`config.mk`:
```
export PLATFORM = sky130hd
export DESIGN_NAME = multicycle_ctrl
export DESIGN_NICKNAME = d
export VERILOG_FILES = /design/src/rtl/multicycle_ctrl.sv
export SDC_FILE = /design/constraint.sdc
export NUM_CORES = 1
export LEC_CHECK = 0
export ABC_AREA = 0
export BUFFER_PORTS_ARGS = -buffer_cell sky130_fd_sc_hd__clkbuf_2
export CAP_MARGIN = 10
export CORE_MARGIN = 2
export CORE_UTILIZATION = 51
export DETAILED_ROUTE_END_ITERATION = 10
export PLACE_DENSITY = 0.88
export SLEW_MARGIN = 20
export SYNTH_ARGS = -nofsm -noshare
export SYNTH_HDL_FRONTEND = slang
export SYNTH_SLANG_ARGS = --single-unit
```
`constraint.sdc`:
```
create_clock -name clk -period 3.1 [get_ports clk]
set_input_delay 0.31 -clock clk [delete_from_list [all_inputs] [get_ports clk]]
set_output_delay 0.31 -clock clk [all_outputs]
set_load 0.01 [all_outputs]
```
`src/rtl/multicycle_ctrl.sv`:
```
// Control FSM for the shared-memory multicycle datapath: fetch, decode and per-opcode
// execute/memory/writeback sequencing, with a request/ready memory handshake and wait timeout.
//
//  state  | meaning
//  FETCH  | read instruction at PC, PC <= PC+4 when memory answers
//  DECODE | decode op/funct, ALUOut <= branch target
//  MEMADR | ALUOut <= rs + imm (load/store address)
//  MEMRD  | data read at ALUOut, wait for mem_ready
//  MEMWB  | rt <= MDR
//  MEMWR  | data write at ALUOut, wait for mem_ready
//  REX    | R-type ALU operation
//  RWB    | rd <= ALUOut
//  BR     | compare rs/rt, conditional PC <= branch target
//  IEX    | immediate ALU operation
//  IWB    | rt <= ALUOut
//  JMP    | PC <= jump target
//  JREG   | PC <= rs
//  JALR   | PC <= rs, rd <= incremented PC
//  HALT   | stopped on undefined opcode or bus timeout
module multicycle_ctrl #(
  parameter int TIMEOUT_CYCLES = 16,
  parameter int TCNT_W         = 5
) (
  input  logic       clk,
  input  logic       reset,
  input  logic [5:0] op,
  input  logic [5:0] funct,
  input  logic       zero,
  input  logic       mem_ready,
  output logic       mem_req,
  output logic       iord,
  output logic       memwrite,
  output logic       byte_en,
  output logic       irwrite,
  output logic       pcwrite,
  output logic [1:0] pcsrc,
  output logic       alusrca,
  output logic [1:0] alusrcb,
  output logic [1:0] aluop,
  output logic       regwrite,
  output logic [1:0] regdst,
  output logic [1:0] memtoreg,
  output logic       illegal,
  output logic       bus_err,
  output logic [3:0] state
);

  typedef enum logic [3:0] {
    FETCH  = 4'd0,
    DECODE = 4'd1,
    MEMADR = 4'd2,
    MEMRD  = 4'd3,
    MEMWB  = 4'd4,
    MEMWR  = 4'd5,
    REX    = 4'd6,
    RWB    = 4'd7,
    BR     = 4'd8,
    IEX    = 4'd9,
    IWB    = 4'd10,
    JMP    = 4'd11,
    JREG   = 4'd12,
    JALR   = 4'd13,
    HALT   = 4'd15
  } state_t;

  localparam logic [5:0] OP_RTYPE = 6'b000000;
  localparam logic [5:0] OP_LW    = 6'b100011;
  localparam logic [5:0] OP_SW    = 6'b101011;
  localparam logic [5:0] OP_LB    = 6'b100000;
  localparam logic [5:0] OP_SB    = 6'b101000;
  localparam logic [5:0] OP_BEQ   = 6'b000100;
  localparam logic [5:0] OP_BNE   = 6'b000101;
  localparam logic [5:0] OP_ADDI  = 6'b001000;
  localparam logic [5:0] OP_ANDI  = 6'b001100;
  localparam logic [5:0] OP_ORI   = 6'b001101;
  localparam logic [5:0] OP_XORI  = 6'b001110;
  localparam logic [5:0] OP_J     = 6'b000010;
  localparam logic [5:0] FN_JR    = 6'b001000;
  localparam logic [5:0] FN_JALR  = 6'b001001;

  localparam logic [TCNT_W-1:0] TC_LAST =
    (TIMEOUT_CYCLES == 0) ? '0 : TCNT_W'(TIMEOUT_CYCLES - 1);

  state_t            cur;
  state_t            nxt;
  logic [TCNT_W-1:0] tcnt;
  logic              waiting;
  logic              expire;
  logic              decode_bad;

  assign state   = cur;
  assign waiting = mem_req & ~mem_ready;
  // The limit is hit on the last permitted wait cycle; a ready in that cycle is not a wait.
  assign expire  = (TIMEOUT_CYCLES != 0) && waiting && (tcnt == TC_LAST);

  always_comb begin
    nxt        = cur;
    decode_bad = 1'b0;
    case (cur)
      FETCH:  if (mem_ready) nxt = DECODE;
      DECODE: begin
        case (op)
          OP_RTYPE: begin
            if (funct == FN_JR)        nxt = JREG;
            else if (funct == FN_JALR) nxt = JALR;
            else                       nxt = REX;
          end
          OP_LW, OP_SW, OP_LB, OP_SB:        nxt = MEMADR;
          OP_BEQ, OP_BNE:                    nxt = BR;
          OP_ADDI, OP_ANDI, OP_ORI, OP_XORI: nxt = IEX;
          OP_J:                              nxt = JMP;
          default: begin
            nxt        = HALT;
            decode_bad = 1'b1;
          end
        endcase
      end
      MEMADR: nxt = (op == OP_LW || op == OP_LB) ? MEMRD : MEMWR;
      MEMRD:  if (mem_ready) nxt = MEMWB;
      MEMWB:  nxt = FETCH;
      MEMWR:  if (mem_ready) nxt = FETCH;
      REX:    nxt = RWB;
      RWB:    nxt = FETCH;
      BR:     nxt = FETCH;
      IEX:    nxt = IWB;
      IWB:    nxt = FETCH;
      JMP:    nxt = FETCH;
      JREG:   nxt = FETCH;
      JALR:   nxt = FETCH;
      HALT:   nxt = HALT;
      default: nxt = HALT;
    endcase
    if (expire) nxt = HALT;
  end

  always_ff @(posedge clk or posedge reset) begin
    if (reset) begin
      cur     <= FETCH;
      tcnt    <= '0;
      illegal <= 1'b0;
      bus_err <= 1'b0;
    end else begin
      cur <= nxt;
      if (nxt != cur || mem_ready)
        tcnt <= '0;
      else if (waiting && tcnt != '1)
        tcnt <= tcnt + TCNT_W'(1);
      if (decode_bad) illegal <= 1'b1;
      if (expire)     bus_err <= 1'b1;
    end
  end

  always_comb begin
    mem_req  = 1'b0;
    iord     = 1'b0;
    memwrite = 1'b0;
    byte_en  = 1'b0;
    irwrite  = 1'b0;
    pcwrite  = 1'b0;
    pcsrc    = 2'b00;
    alusrca  = 1'b0;
    alusrcb  = 2'b00;
    aluop    = 2'b00;
    regwrite = 1'b0;
    regdst   = 2'b00;
    memtoreg = 2'b00;
    case (cur)
      FETCH: begin
        mem_req = 1'b1;
        alusrcb = 2'b01;
        irwrite = mem_ready;
        pcwrite = mem_ready;
      end
      DECODE: alusrcb = 2'b11;
      MEMADR: begin
        alusrca = 1'b1;
        alusrcb = 2'b10;
      end
      MEMRD: begin
        mem_req = 1'b1;
        iord    = 1'b1;
        byte_en = (op == OP_LB);
      end
      MEMWB: begin
        regwrite = 1'b1;
        memtoreg = 2'b01;
        byte_en  = (op == OP_LB);
      end
      MEMWR: begin
        mem_req  = 1'b1;
        memwrite = 1'b1;
        iord     = 1'b1;
        byte_en  = (op == OP_SB);
      end
      REX: begin
        alusrca = 1'b1;
        aluop   = 2'b10;
      end
      RWB: begin
        regwrite = 1'b1;
        regdst   = 2'b01;
      end
      BR: begin
        alusrca = 1'b1;
        aluop   = 2'b01;
        pcsrc   = 2'b01;
        pcwrite = (op == OP_BEQ) ? zero : ~zero;
      end
      IEX: begin
        alusrca = 1'b1;
        alusrcb = 2'b10;
        aluop   = (op == OP_ADDI) ? 2'b00 : 2'b10;
      end
      IWB: regwrite = 1'b1;
      JMP: begin
        pcsrc   = 2'b10;
        pcwrite = 1'b1;
      end
      JREG: begin
        pcsrc   = 2'b11;
        pcwrite = 1'b1;
      end
      JALR: begin
        pcsrc    = 2'b11;
        pcwrite  = 1'b1;
        regwrite = 1'b1;
        regdst   = 2'b01;
        memtoreg = 2'b10;
      end
      default: ;
    endcase
    // Architectural strobes must never fire while reset is asserted.
    if (reset) begin
      pcwrite  = 1'b0;
      irwrite  = 1'b0;
      memwrite = 1'b0;
      regwrite = 1'b0;
    end
  end

endmodule

```
==> out/metrics.yaml, run 1 <==
sta:
  rsz0062_at_grt: "no"
  setup_ws_ns: 0.724
  setup_tns_ns: 0
  period_share_pct: 76.7
  finalCriticalPeriod_ns: 2.38
  setup_viol: 0
  clock_skew_ns: 0.00627
  hold_viol: 0
  worst_pin_slew_ns: 0.746
  drv_slew: 0
  max_freq_mhz: 421
  slew_headroom_pct: 50.3
worst_setup_path:
  critPathLaunchType: "flip-flop"
  criticalPathCategory: "flip-flop to flip-flop"
  r2r_slack_ns: 0.72
  r2r-start: "state[0]$_DFF_PP0_"
  startpoint: "state[0]$_DFF_PP0_"
  crit_path_end: "tcnt[2]$_DFFE_PP0P_"
  rr_worst_depth: 6
  critPathArrivalTime_ns: 2.54
  r2r_end: "tcnt[2]$_DFFE_PP0P_"
  required_ns: 3.26
  path_max_fanout: 22
  cp-end-kind: "flip-flop"
pwr:
  p_per_area_nw_per_um2: 806
  p_int_w: 0.000519
  total_power_w: 0.00113
  swShare_pct: 54.2
  p_leak_nw: 0.631
  p_clk_share_pct: 8.9
  p_comb_share_pct: 65.2
  p_sw_w: 0.000614
  power_frac_seq_pct: 26.0
  vdd_drop_max_mv: 0.482
floorplanning:
  core_region_area_um2: 2250
  ios: 40
  start_util_pct: 54.9
  chipWidth_um: 53.3
  dieArea_um2: 2840
  die_h_um: 53.3
  rows: 17
placed_design:
  hpwlAfterDp_um: 2430
  gp_congestion: 0.936
  dp_cells: 216
  pre_cts_ws_ns: 0.822
  portBuffers: 38
drt:
  m1WireLength_um: 1350
  detail-route-antenna-nets: 0
  wl_um: 3250
  wl_per_cell_um: 14.8
  dr_wl_met3_um: 327
  post-route-drc-count: 0
  num_vias: 1399
  drtIter0Drc: 76
  highest_layer: "met4"
  avgViaCountPerCell: 6.36
  first_pass_iters: 5
  met2_length_um: 1510
yosys:
  synth_edf_count: 0
  yosysTopAreaCellShare_pct: 22.2
  synthArstFlopShare_pct: 100
  avgSynthCellArea_um2: 7.55
  synth_nets: 183
  synthTopCellsByArea: "dfrtp_1, a21oi_1, nor2_1, xor2_1, nor4_1"
  synth_cell_types: 48
  ys_top_cells_by_count: "nor2_1, a21oi_1, dfrtp_1, nand2_1, nand3_1"
  syn_inst: 164
  ys_seq_area_share_pct: 22.2
  synthesis.yosys.warnings: 0
  synth.most_common_cell: "nor2_1"
  yosys.area.top_type: "dfrtp_1"
  synthFlopType: "dfrtp_1"
  netlist_area_um2: 1240
  synth-seq-cells: 11
cells_and_area:
  final_nets: 212
  diodes: 0
  fillerInstances: 200
  final_cells: 220
  drive_above_1_share_pct: 26.6
  area_growth_pct: 13.5
clock_tree:
  cts.clk_slew.worst_paths_ns: 0.07
  cts_tree: "yes"
  post_cts_resized: 0
  clkLatencyLatePin_ns: 0.27
  cts-root-buf: "clkbuf_4"
  cts.sinks: 11
  postCtsSetupBuffers: 0
  clock_path_buffers: 2
  cts_buffers: 3
  h-tree-depth: 1
  cts-hold-fix-buffers: 0
global_routing:
  grt_pass1_wl_um: 5100
  grt_pass1_vias: 1171
  grt_max_degree: 25
  overflow: 0
  grt_use_total_pct: 24.5
  antenna_found_initial: 0
run_status:
  status: "finished, final reports clean"
hold_path:
  hold_class: "primary input to asynchronous set/reset pin"
run:
  cap_violations: 0
final cells by class:
type / instances / area [µm²] / share of cell area (%)
inverters: 6 / 22.5 / 1.60
flip-flops and latches: 11 / 275 / 19.6
repair buffers: 39 / 198 / 14.1
clock buffers: 4 / 26.3 / 1.87
multi-input cells: 132 / 848 / 60.4
well taps: 28 / 35.0 / 2.49
critical path, cell delays in order, from the launching register on:
cell and delay, ns:
dfrtp_1 0.80, nand2b_1 0.25, nor3_2 0.31, nand2_1 0.18, a21oi_1 0.30, nor4_2 0.14, nor4_1 0.30
cells in the final DEF (no fill, tap or decap), types with 2 or more instances in the layout:
master     n
clkbuf_2  38
nor2_1    15
a21oi_1   12
nand2_1   11
dfrtp_1   11
nand3_1    9
nor4_1     8
nor3_1     7
o21ai_0    7
xor2_1     6
nand2b_1   6
inv_1      6
a31oi_1    4
or2_2      3
xnor2_1    3
ha_1       3
clkbuf_4   3
nand3b_1   2
nor2b_1    2
o22ai_1    2
nor4b_1    2
nor4_2     2
nand4_1    2
a21o_1     2
and3_1     2
o22a_1     2
worst min path at each step:
| stage | from | slack, ns | cells after the start | end |
|---|---|---|---|---|
| 3_3_place_gp | reset | 0.35 | 2 | state[3]$_DFF_PP0_ |
| 4_1_cts | reset | 0.06 | 2 | state[1]$_DFF_PP0_ |
| 5_1_grt | reset | 0.09 | 2 | bus_err$_DFFE_PP0P_ |
| 6_report | reset | 0.06 | 2 | state[3]$_DFF_PP0_ |
| 2_1_floorplan | reset | 0.17 | 1 | bus_err$_DFFE_PP0P_ |
| 3_5_place_dp | reset | 0.36 | 2 | state[1]$_DFF_PP0_ |
state kept, by name (all words and copies together), names as in the netlist:
signal   flops
bus_err      1
illegal      1
tcnt         5
state        4
per-stage QoR:
| step | area (µm²) | hold WS, ns | utilization [%] |
|---|---|---|---|
| finish | 1410 | 0.0601 | 62.3 |
| global route | 1410 | 0.0935 | 62.3 |
| CTS | 1410 | 0.0623 | 62.3 |
| detailed placement | 1380 | 0.361 | 61.2 |
| global placement | 1380 | 0.350 | 61.2 |
| floorplan | 1240 | 0.168 | - |
per-layer routing:
metal	GRT usage [%]	vias up
met5	0	-
met4	11.5	0
met3	4.52	12
met2	39.9	90
met1	30.7	642
li1	-	655
kinds of logic after synthesis:
family	after synthesis	share of synthesized area, %
buf+inv	21	9.20
simple gates	77	34.5
xor+xnor	10	7.69
flops	11	22.2
mux	1	0.809
compound gates	40	22.2
fa+ha+maj	3	3.03
other cells	1	0.303
power by group through the flow:
| stage | clock, W | sequential [W] | combinational (W) |
|---|---|---|---|
| finish | 0.000101 | 0.000294 | 0.000738 |
| global route | 0.000109 | 0.000302 | 0.000802 |
| CTS | 0.000102 | 0.000287 | 0.000732 |
| detailed placement | 0 | 0.000290 | 0.000728 |
| global placement | 0 | 0.000285 | 0.000711 |
| floorplan | 0 | 0.000214 | 0.000622 |
Power figures use the tool's default switching activity.
==> inputs of run 2 (changes only) <==
==> constraint.sdc (replaced) <==
create_clock -name clk -period 2.5 [get_ports clk]
set_input_delay 0.25 -clock clk [delete_from_list [all_inputs] [get_ports clk]]
set_output_delay 0.25 -clock clk [all_outputs]
set_load 0.01 [all_outputs]
==> out/metrics.yaml, run 2 (synthesis results as in run 1) <==
floorplanning:
  chipWidth_um: 53.3  # unchanged
  dieArea_um2: 2840  # unchanged
  die_h_um: 53.3  # unchanged
  ios: 40  # unchanged
  core_region_area_um2: 2250  # unchanged
  rows: 17  # unchanged
  start_util_pct: 54.9  # unchanged
pwr:
  p_leak_nw: 0.656  # +3.8%
  vdd_drop_max_mv: 0.599  # +24%
  p_per_area_nw_per_um2: 1000  # +24%
worst_setup_path:
  max_stage_delay_ns: 0.46  # -0.34 ns
  slowest_stage: "nor4_2"
  cp-end-kind: "flip-flop"
  r2r_slack_ns: 0.17  # -0.55 ns
  critPathArrivalTime_ns: 2.46  # -0.08 ns
  critPathTopFamily: "simple AND/OR/NAND/NOR gates"
  path_cells: "ha_1 -> and3_1 -> ha_1 -> nor2_1 -> nor4_1 -> a31oi_1 -> o211ai_1 -> nor4_2 -> nor4_1"
  r2r-start: "tcnt[0]$_DFFE_PP0P_"
  required_ns: 2.63  # -0.63 ns
  rr_worst_depth: 9  # +3
  cp_num_buf_inv: 0  # unchanged
  path_max_fanout: 5  # -77%
  criticalPathCategory: "flip-flop to flip-flop"
  r2r_end: "tcnt[0]$_DFFE_PP0P_"
  critPathLaunchType: "flip-flop"
sta:
  slew_headroom_pct: 63.2  # +13 points
  period_share_pct: 93.1  # +16 points
  worst_pin_slew_ns: 0.552  # -0.194 ns
  finalCriticalPeriod_ns: 2.33  # -0.0498 ns
  clock_skew_ns: 0.00757  # +0.00130 ns
  setup_tns_ns: 0  # unchanged
  drv_slew: 0  # unchanged
  rsz0062_at_grt: "no"
  hold_viol: 5  # +5
  whs_ns: -0.00335  # -0.0635 ns
  max_freq_mhz: 430  # +2.1%
  setup_viol: 0  # unchanged
clock_tree:
  cts.clk_slew.worst_paths_ns: 0.08  # about the same
  clkLatencyLatePin_ns: 0.27  # about the same
  cts-hold-fix-buffers: 0  # unchanged
  post_cts_resized: 0  # unchanged
  cts_buffers: 3  # unchanged
  postCtsSetupBuffers: 0  # unchanged
  clock_path_buffers: 2  # unchanged
  cts.sinks: 11  # unchanged
  cts_tree: "yes"
  cts-root-buf: "clkbuf_4"
  h-tree-depth: 1  # unchanged
run_status:
  status: "complete, but fails checks"
  failed_checks: "negative hold slack"
cells_and_area:
  drive_above_1_share_pct: 28.4  # +1.9 points
  final_common_cell: "clkbuf_2"
  top_register: "tcnt"
  fillerInstances: 212  # +6.0%
  diodes: 0  # unchanged
  final_cell_mix: "clkbuf_2, nor2_1, a21oi_1"
  area_growth_pct: 16.6
  final_nets: 217  # +2.4%
  utilization_pct: 64.0  # +1.7 points
  largest_register_ff_count: 5  # unchanged
placed_design:
  portBuffers: 38  # unchanged
  hpwlAfterDp_um: 2500  # +2.9%
  gp_congestion: 0.855  # -8.7%
drt:
  wl_per_cell_um: 14.3  # -3.1%
  num_vias: 1330  # -4.9%
  first_pass_iters: 4  # -1
  detail-route-antenna-nets: 0  # unchanged
  post-route-drc-count: 0  # unchanged
  wl_um: 3220  # -0.92%
  avgViaCountPerCell: 5.91  # -7.0%
  drtIter0Drc: 56  # -26%
global_routing:
  grt_pass1_vias: 1162  # -0.77%
  antenna_found_initial: 0  # unchanged
  grt_max_degree: 24  # -4.0%
  grt_pass1_wl_um: 5250  # +3.0%
  grt_use_total_pct: 25.1  # +0.65 points
  overflow: 0  # unchanged
run:
  cap_violations: 0  # unchanged
hold_path:
  hold_class: "primary input to asynchronous set/reset pin"
==> run 2: layout make-up <==
class | count | area [µm²] | share of cell area [%]
sequential | 11 | 275 | 19.1
multi-input combinational | 132 | 848 | 58.8
inverter | 6 | 22.5 | 1.56
clock buffer | 4 | 26.3 | 1.82
timing repair buffer | 44 | 235 | 16.3
tap | 28 | 35.0 | 2.43
==> run 2: power breakdown <==
group | internal [W] | switching (W)
clock network | 0.0000618 | 0.0000624
registers | 0.000211 | 0.000101
logic | 0.000415 | 0.000596
total | 0.000687 | 0.000759
==> run 2: worst max-delay path by stage <==
stage                         from                   to  cells after the start
2_1_floorplan  tcnt[0]$_DFFE_PP0P_  tcnt[0]$_DFFE_PP0P_                      9
3_3_place_gp   tcnt[0]$_DFFE_PP0P_  tcnt[0]$_DFFE_PP0P_                      9
3_5_place_dp   tcnt[0]$_DFFE_PP0P_  tcnt[2]$_DFFE_PP0P_                      9
4_1_cts        tcnt[0]$_DFFE_PP0P_  tcnt[0]$_DFFE_PP0P_                      9
5_1_grt        tcnt[0]$_DFFE_PP0P_  tcnt[2]$_DFFE_PP0P_                      9
6_report       tcnt[0]$_DFFE_PP0P_  tcnt[0]$_DFFE_PP0P_                      9
==> run 2: stage by stage <==
stage	setup WS [ns]	power [W]	cell area [µm²]	hold slack, ns	cells
floorplan	0.489	0.00104	1240	0.108	164
finish	0.174	0.00145	1440	-0.00335	225
global route	0.0681	0.00156	1440	0.0252	225
global placement	0.370	0.00129	1420	0.285	221
detailed placement	0.231	0.00131	1420	0.300	221
CTS	0.220	0.00144	1440	0.00303	225
==> run 2: layer usage <==
layer / up-vias / routed length [µm] / global-route usage (%)
met1: 612 / 1410 / 33.2
met4: 0 / 23 / 7.69
met3: 4 / 186 / 3.39
li1: 661 / - / -
met2: 53 / 1600 / 42.0
met5: - / 0 / 0
==> run 2: worst reg2reg max path, delay by kind of cell, from the launching register on <==
kind                     cells  cell delay (ns)
AND/OR/NAND/NOR              5             0.99
AO/OA/AOI/OAI                2             0.34
adder cells (fa/ha/maj)      2             0.45
flip-flops                   1             0.41
==> inputs of run 3 (changes only) <==
--- a/config.mk
+++ b/config.mk
@@ -9,10 +9,9 @@
 export BUFFER_PORTS_ARGS = -buffer_cell sky130_fd_sc_hd__clkbuf_2
 export CAP_MARGIN = 10
 export CORE_MARGIN = 2
-export CORE_UTILIZATION = 51
+export CORE_UTILIZATION = 40
 export DETAILED_ROUTE_END_ITERATION = 10
-export PLACE_DENSITY = 0.88
-export SLEW_MARGIN = 20
+export PLACE_DENSITY = 0.77
 export SYNTH_ARGS = -nofsm -noshare
 export SYNTH_HDL_FRONTEND = slang
 export SYNTH_SLANG_ARGS = --single-unit
==> out/metrics.yaml, run 3 (synthesis results as in run 1) <==
sta:
  drv_slew: 0  # unchanged
  whs_ns: -0.00952  # -0.00618 ns
  slew_headroom_pct: 64.6  # +1.4 points
  setup_viol: 0  # unchanged
  period_share_pct: 92.8  # -0.25 points
  clock_skew_ns: 0.00877  # +0.00120 ns
  setup_ws_ns: 0.180  # +0.00637 ns
  setup_tns_ns: 0  # unchanged
  worst_pin_slew_ns: 0.530  # -0.0216 ns
  max_freq_mhz: 431  # +0.27%
  rsz0062_at_grt: "no"
  finalCriticalPeriod_ns: 2.32  # -0.00637 ns
  hold_viol: 5  # unchanged
cells_and_area:
  final_common_cell: "clkbuf_2"
  final_nets: 218  # +0.46%
  final_cell_mix: "clkbuf_2, nor2_1, a21oi_1"
  final_cells: 231  # +2.7%
  area_growth_pct: 17.7
  diodes: 0  # unchanged
  largest_register_ff_count: 5  # unchanged
  top_register: "tcnt"
  drive_above_1_share_pct: 28.8  # +0.36 points
floorplanning:
  ios: 40  # unchanged
  core_region_area_um2: 3000  # +33%
  start_util_pct: 41.2  # -14 points
  rows: 20  # +3
  dieArea_um2: 3550  # +25%
  chipWidth_um: 59.6  # +12%
  die_h_um: 59.6  # +12%
pwr:
  p_per_area_nw_per_um2: 1010  # +0.74%
  power_frac_seq_pct: 20.0  # -1.5 points
  swShare_pct: 52.5  # about the same
  p_int_w: 0.000698  # +1.6%
  p_comb_share_pct: 71.5  # +1.6 points
  p_sw_w: 0.000772  # +1.8%
  p_leak_nw: 0.661  # +0.87%
  p_clk_share_pct: 8.5  # about the same
  vdd_drop_max_mv: 0.300  # -50%
drt:
  first_pass_iters: 4  # unchanged
  wl_per_cell_um: 13.9  # -2.7%
  avgViaCountPerCell: 5.92  # +0.11%
  wl_um: 3210  # -0.12%
  detail-route-antenna-nets: 0  # unchanged
  num_vias: 1367  # +2.8%
  post-route-drc-count: 0  # unchanged
  drtIter0Drc: 48  # -14%
clock_tree:
  clock_path_buffers: 2  # unchanged
  post_cts_resized: 0  # unchanged
  cts.clk_slew.worst_paths_ns: 0.08  # about the same
  cts.sinks: 11  # unchanged
  cts-hold-fix-buffers: 0  # unchanged
  cts_buffers: 3  # unchanged
  cts_tree: "yes"
  h-tree-depth: 1  # unchanged
  cts-root-buf: "clkbuf_4"
  clkLatencyLatePin_ns: 0.27  # about the same
  postCtsSetupBuffers: 0  # unchanged
global_routing:
  grt_use_total_pct: 19.7  # -5.4 points
  grt_max_degree: 24  # unchanged
  grt_pass1_wl_um: 5350  # +1.8%
  antenna_found_initial: 0  # unchanged
  grt_pass1_vias: 1169  # +0.60%
  overflow: 0  # unchanged
worst_setup_path:
  required_ns: 2.63  # about the same
  max_stage_delay_ns: 0.46  # about the same
  path_cells: "ha_1 -> and3_1 -> ha_1 -> nor2_1 -> nor4_1 -> a31oi_1 -> o211ai_1 -> nor4_2 -> nor4_1"
  critPathLaunchType: "flip-flop"
  path_max_fanout: 5  # unchanged
  rr_worst_depth: 9  # unchanged
  r2r_slack_ns: 0.18  # about the same
  r2r_end: "tcnt[0]$_DFFE_PP0P_"
  critPathArrivalTime_ns: 2.45  # about the same
  slowest_stage: "nor4_2"
  criticalPathCategory: "flip-flop to flip-flop"
  r2r-start: "tcnt[0]$_DFFE_PP0P_"
  cp-end-kind: "flip-flop"
placed_design:
  pre_cts_ws_ns: 0.256  # +0.0253 ns
  gp_congestion: 0.832  # -2.7%
  dp_cells: 227  # +2.7%
  hpwlAfterDp_um: 2440  # -2.4%
  portBuffers: 38  # unchanged
run_status:
  status: "complete, but fails checks"
  failed_checks: "negative hold slack"
run:
  cap_violations: 0  # unchanged
hold_path:
  hold_class: "primary input to asynchronous set/reset pin"
[run 3: layout make-up]
type,instances,area (µm²)
multi-input combinational,132,848
fill,327,1550
inverter,6,22.5
tap,33,41.3
clock buffer,4,26.3
sequential,11,275
timing repair buffer,45,243
[run 3: worst max-delay path by stage]
stage | from | endpoint | slack (ns) | cells past startpoint
5_1_grt | tcnt[0]$_DFFE_PP0P_ | tcnt[0]$_DFFE_PP0P_ | 0.04 | 9
2_1_floorplan | tcnt[0]$_DFFE_PP0P_ | tcnt[0]$_DFFE_PP0P_ | 0.49 | 9
4_1_cts | tcnt[0]$_DFFE_PP0P_ | tcnt[0]$_DFFE_PP0P_ | 0.19 | 9
6_report | tcnt[0]$_DFFE_PP0P_ | tcnt[0]$_DFFE_PP0P_ | 0.18 | 9
3_5_place_dp | tcnt[0]$_DFFE_PP0P_ | tcnt[4]$_DFFE_PP0P_ | 0.26 | 9
3_3_place_gp | tcnt[0]$_DFFE_PP0P_ | tcnt[1]$_DFFE_PP0P_ | 0.34 | 9
[run 3: stage by stage]
step                total power (W)  area (µm²)  utilization, %
floorplan                   0.00104        1240               -
global placement            0.00133        1430            47.6
detailed placement          0.00133        1430            47.6
CTS                         0.00147        1460            48.5
global route                0.00158        1460            48.5
finish                      0.00147        1460            48.5
[run 3: worst max-delay path: cells and delay by family, from the launching register on]
kind            cells  cell delay [ns]
flops               1             0.41
simple gates        5             0.99
fa+ha+maj           2             0.44
compound gates      2             0.34
[run 3: power groups by stage]
stage / clock network, W / logic (W) / registers [W]
global route: 0.000133 / 0.00115 / 0.000305
detailed placement: 0 / 0.00103 / 0.000297
floorplan: 0 / 0.000772 / 0.000265
global placement: 0 / 0.00103 / 0.000297
finish: 0.000125 / 0.00105 / 0.000294
CTS: 0.000127 / 0.00105 / 0.000292
[run 3: metal layers]
| metal | part of all wire [%] | vias to the layer above | wire [µm] | global-route usage [%] |
|---|---|---|---|---|
| li1 | - | 673 | - | - |
| met1 | 43 | 631 | 1400 | 27.3 |
| met2 | 48 | 57 | 1530 | 32.2 |
| met3 | 7.5 | 6 | 240 | 2.40 |
| met4 | 1.6 | 0 | 51 | 5.71 |
| met5 | 0 | - | 0 | 0 |
